`src/rtl/sample_framer.sv`:
```
// sample_framer: UART byte stream -> stereo sample frames.
// Frame: SYNC, L lo, L hi, R lo, R hi, XOR checksum.
module sample_framer #(
  parameter logic [7:0] SYNC_BYTE = 8'hA5,
  parameter int         TIMEOUT   = 1024
) (
  input  logic        clk,
  input  logic        reset_n,
  input  logic [7:0]  rx_byte,
  input  logic        received,
  output logic [15:0] out_left,
  output logic [15:0] out_right,
  output logic        out_valid,
  input  logic        out_ready,
  output logic        in_frame,
  output logic [7:0]  err_cnt,
  output logic [7:0]  drop_cnt
);

  localparam int TW = (TIMEOUT > 2) ? $clog2(TIMEOUT) : 1;
  localparam logic [TW-1:0] T_LAST = TW'(TIMEOUT - 1);

  typedef enum logic [1:0] {
    S_HUNT,
    S_DATA,
    S_CHECK
  } state_t;

  state_t          state;
  logic [1:0]      idx;
  logic [7:0]      chk_acc;
  logic [3:0][7:0] dat;
  logic [TW-1:0]   tcnt;

  logic in_fr_st;
  logic timed_out;
  logic chk_hit;
  logic good;
  logic bad;
  logic err_evt;

  assign in_fr_st  = (state == S_DATA) || (state == S_CHECK);
  assign timed_out = in_fr_st && !received && (tcnt == T_LAST);
  assign chk_hit   = (state == S_CHECK) && received;
  assign good      = chk_hit && (rx_byte == chk_acc);
  assign bad       = chk_hit && (rx_byte != chk_acc);
  assign err_evt   = bad || timed_out;

  // Frame parser: state, byte index, running XOR, timeout, errors
  always_ff @(posedge clk or negedge reset_n) begin
    if (!reset_n) begin
      state    <= S_HUNT;
      idx      <= 2'd0;
      chk_acc  <= 8'h00;
      dat      <= '0;
      tcnt     <= '0;
      in_frame <= 1'b0;
      err_cnt  <= 8'h00;
    end else begin
      unique case (state)
        S_HUNT: begin
          tcnt <= '0;
          if (received && rx_byte == SYNC_BYTE) begin
            state    <= S_DATA;
            idx      <= 2'd0;
            chk_acc  <= 8'h00;
            in_frame <= 1'b1;
          end
        end
        S_DATA: begin
          if (received) begin
            tcnt     <= '0;
            dat[idx] <= rx_byte;
            chk_acc  <= chk_acc ^ rx_byte;
            idx      <= idx + 2'd1;
            if (idx == 2'd3)
              state <= S_CHECK;
          end else if (timed_out) begin
            state    <= S_HUNT;
            in_frame <= 1'b0;
            tcnt     <= '0;
          end else begin
            tcnt <= tcnt + 1'b1;
          end
        end
        S_CHECK: begin
          if (received || timed_out) begin
            state    <= S_HUNT;
            in_frame <= 1'b0;
            tcnt     <= '0;
          end else begin
            tcnt <= tcnt + 1'b1;
          end
        end
        default: begin
          state    <= S_HUNT;
          in_frame <= 1'b0;
          tcnt     <= '0;
        end
      endcase
      if (err_evt && err_cnt != 8'hFF)
        err_cnt <= err_cnt + 8'd1;
    end
  end

  // Output slot: load good frames, drop when full and stalled
  always_ff @(posedge clk or negedge reset_n) begin
    if (!reset_n) begin
      out_left  <= 16'h0000;
      out_right <= 16'h0000;
      out_valid <= 1'b0;
      drop_cnt  <= 8'h00;
    end else if (good) begin
      if (!out_valid || out_ready) begin
        out_left  <= {dat[1], dat[0]};
        out_right <= {dat[3], dat[2]};
        out_valid <= 1'b1;
      end else if (drop_cnt != 8'hFF) begin
        drop_cnt <= drop_cnt + 8'd1;
      end
    end else if (out_valid && out_ready) begin
      out_valid <= 1'b0;
    end
  end

endmodule

```
`config.mk`:
```
export PLATFORM = sky130hd
export DESIGN_NAME = sample_framer
export DESIGN_NICKNAME = d
export VERILOG_FILES = /design/src/rtl/sample_framer.sv
export SDC_FILE = /design/constraint.sdc
export NUM_CORES = 1
export LEC_CHECK = 0
export BUFFER_PORTS_ARGS = -buffer_cell sky130_fd_sc_hd__buf_2
export CORE_MARGIN = 2
export CORE_UTILIZATION = 45
export DETAILED_ROUTE_END_ITERATION = 8
export PLACE_DENSITY = 0.7
export SKIP_LAST_GASP = 1
export SLEW_MARGIN = 10
export SYNTH_ARGS = -nofsm -noshare
export SYNTH_HDL_FRONTEND = slang
export SYNTH_SLANG_ARGS = --single-unit
```
`constraint.sdc`:
```
create_clock -name clk -period 2.12 [get_ports clk]
set_input_delay 0.318 -clock clk [delete_from_list [all_inputs] [get_ports clk]]
set_output_delay 0.318 -clock clk [all_outputs]
set_load 0.01 [all_outputs]
```
==> metrics.txt <==
status=completed; Die Y=106.8 um; row cnt=37; Num CTS Buffers=9; DR DRC count=0; leading cell type by number of instances after synthesis=dfrtp_1; Die ar.=between 10,000 and 15,000 um^2; Cell Area, Synth=4756 um^2; Top delay family on crit path=simple AND/OR/NAND/NOR gates; Synth area leader=dfrtp_1; Yosys cell types=49; CORE AREA=10,280 um^2; worst slew pin tran=498.6 ps; Crit-path slowest cell=or3_4; final worst-path cycle share=a little over nine tenths; slowest stage delay, CP=around 430 ps; TritonRoute pass-1 iters=4; hpwl dp=6625 um; Slew HR=66.76%; Placed Instances=545; top cells by count, synth=dfrtp_1, mux2_2, mux2_4; antenna cell count=0; die width=around 110 um; vias in the first global route=approximately 2,900; total number of yosys warnings=0; GRT Overall Usage=around 17%; peak supply drop=0.4594 mV; Synth async-reset ratio=100.0%; Max Slew Vio Count=0; crit path DAT=2270 ps; Setup CP Type=reg2reg; Clock Tree Buf Depth=2; Routed WL=a little over 9000 um; worst reg2reg setup slack=just over 100 ps; wire length per cell=16.48 um; P&R area growth vs syn=16.36%; Starting Density=46.27%; final setup vio count=0; clk slew on worst S/H paths=100 ps; root buf cell=clkbuf_8; GP Congestion=0.7975; clk_skew=10.71 ps; Period minus WS final=2019 ps; Setup TNS=0 ps; H-tree levels=3; crit path cell chain=inv_1, ha_1, nand2_1, or3_4, nor3_4, nand2_4, buf_4, mux2_4; Post-Syn Area per Cell=about 14 um^2; WP buf/inv=2; fin cells=562; initial antenna violation count=0; hold crit path type=in2reg; clock latency at the later pin of the worst-skew pair=roughly 360 ps; first-pass GRT wire length=15,270 um; Port Buffers=61; Fin. Hold Viols=0; Final ANT Viol Nets=0; Leak=0.002823 uW; sequential-to-total area share from yosys stat=a little over half; TritonCTS clock tree=built; RSZ-0062 raised after global routing=false; Yosys top cell area share=54.72%; post-synthesis cell count=about 340; Ports=62; ys flop type=dfrtp_1; GRT overflow=0; Crit Path Max Fanout=14; clock sink total=104; share of layout cells above drive strength 1=40.61%; Post-synth EDFFs=0; Final #Nets=443; power per cell area=approximately 1000 nW/um^2; syn_nets=363; Synth Register Bits=between 100 and 150; Vias/cell=5.194; largest net degree at the start of global routing=38; DR iter-0 viols=148; setup bufs post-CTS=0; Worst Setup End Kind=flop; Critical Path RT=approximately 2400 ps; CP startpoint kind=flop; Max-cap violations=0; Vias=between 2,000 and 3,000; maximum clock frequency=495.2 MHz; synth top area cells=dfrtp_1, mux2_4, mux2_2
worst register-to-register path: cells and delay by family (launching register included):
kind | cells | cell delay [ps]
simple gates | 4 | 720
buf+inv | 2 | 300
flops | 1 | 410
fa+ha+maj | 1 | 160
mux | 1 | 320
metal layers:
| metal | wire length, um | track usage (%) |
|---|---|---|
| met2 | 4338 | 26.84 |
| met1 | 4499 | 24.50 |
| met5 | 0 | 0 |
| met3 | 318 | 3.040 |
| met4 | 108 | 5.566 |
layout make-up:
cell class / count / area, um^2
inverter: 10 / 37.54
clock buffer: 9 / 123.9
timing repair buffer: 77 / 467.9
fill: 887 / 4743
sequential: 104 / 2603
clock inverter: 7 / 100.1
tap: 136 / 170.2
multi-input combinational: 219 / 2032
kinds of logic (layout without fill, tap and decap cells):
logic type / Yosys count / after routing / synth area share (%)
simple gates: 75 / 75 / 10.10
fa+ha+maj: 10 / 10 / 2.631
compound gates: 36 / 36 / 5.630
flops: 104 / 104 / 54.72
buf+inv: 18 / 103 / 2.552
xor+xnor: 25 / 25 / 4.762
mux: 73 / 73 / 19.60
per-stage QoR:
| step | setup WS, ps | utilization [%] | total power (uW) | hold WS [ps] | area, um^2 |
|---|---|---|---|---|---|
| after floorplan | 114.2 | - | 3783 | 22.41 | 4756 |
| after global placement | 139.9 | 51.57 | 4132 | 323.9 | 5300 |
| after detailed placement | 88.91 | 51.57 | 4229 | 327.5 | 5300 |
| after CTS | 90.89 | 53.85 | 5612 | 262.9 | 5534 |
| after global routing | 30.66 | 53.85 | 5877 | 267.7 | 5534 |
| final | 100.6 | 53.85 | 5553 | 279.1 | 5534 |
worst paths after layout:
kind	start	to	cells after the start
setup / recovery	state[0]	out_left[10]	8
max in group asynchronous	reset_n	out_right[7]	3
min in group asynchronous	reset_n	out_left[9]	2
hold / removal	rx_byte[6]	chk_acc[6]	3
hold reg to reg	tcnt[0]	tcnt[0]	1
setup reg to reg	state[0]	out_left[10]	8
power by group:
| part | switching, uW | leakage (uW) | internal [uW] |
|---|---|---|---|
| sequential | 317 | 0.00137 | 2460 |
| clock | 705 | 0.000115 | 679 |
| combinational | 665 | 0.00134 | 723 |
| total | 1690 | 0.00282 | 3870 |
what timing repair did:
action                    4_1_cts  5_1_grt
hold buffers                    1        0
gates resized for setup         0        0
hold endpoints to repair       35        0
registers in the layout, indices dropped and copies added, names as in the netlist:
register / flops
dat: 32
err_cnt: 8
idx: 2
state: 2
drop_cnt: 8
out_valid: 1
tcnt: 10
out_right: 16
in_frame: 1
out_left: 16
chk_acc: 8
cell usage in the layout (no fill, tap or decap), types with 3 or more instances in the layout:
cell type / instances
dfrtp_1: 104
buf_2: 60
mux2_2: 36
mux2_4: 30
nand2_1: 17
nor2_1: 13
buf_4: 13
xor2_1: 12
xnor2_1: 12
nand3_1: 11
inv_1: 10
o21ai_0: 10
ha_1: 10
clkbuf_8: 9
nand2b_1: 8
and3_1: 5
mux2_1: 5
o2bb2ai_1: 5
a21oi_1: 4
a21o_1: 4
and4_1: 3
nor3b_1: 3
inv_6: 3
buf_12: 3
Power figures use the tool's default switching activity.
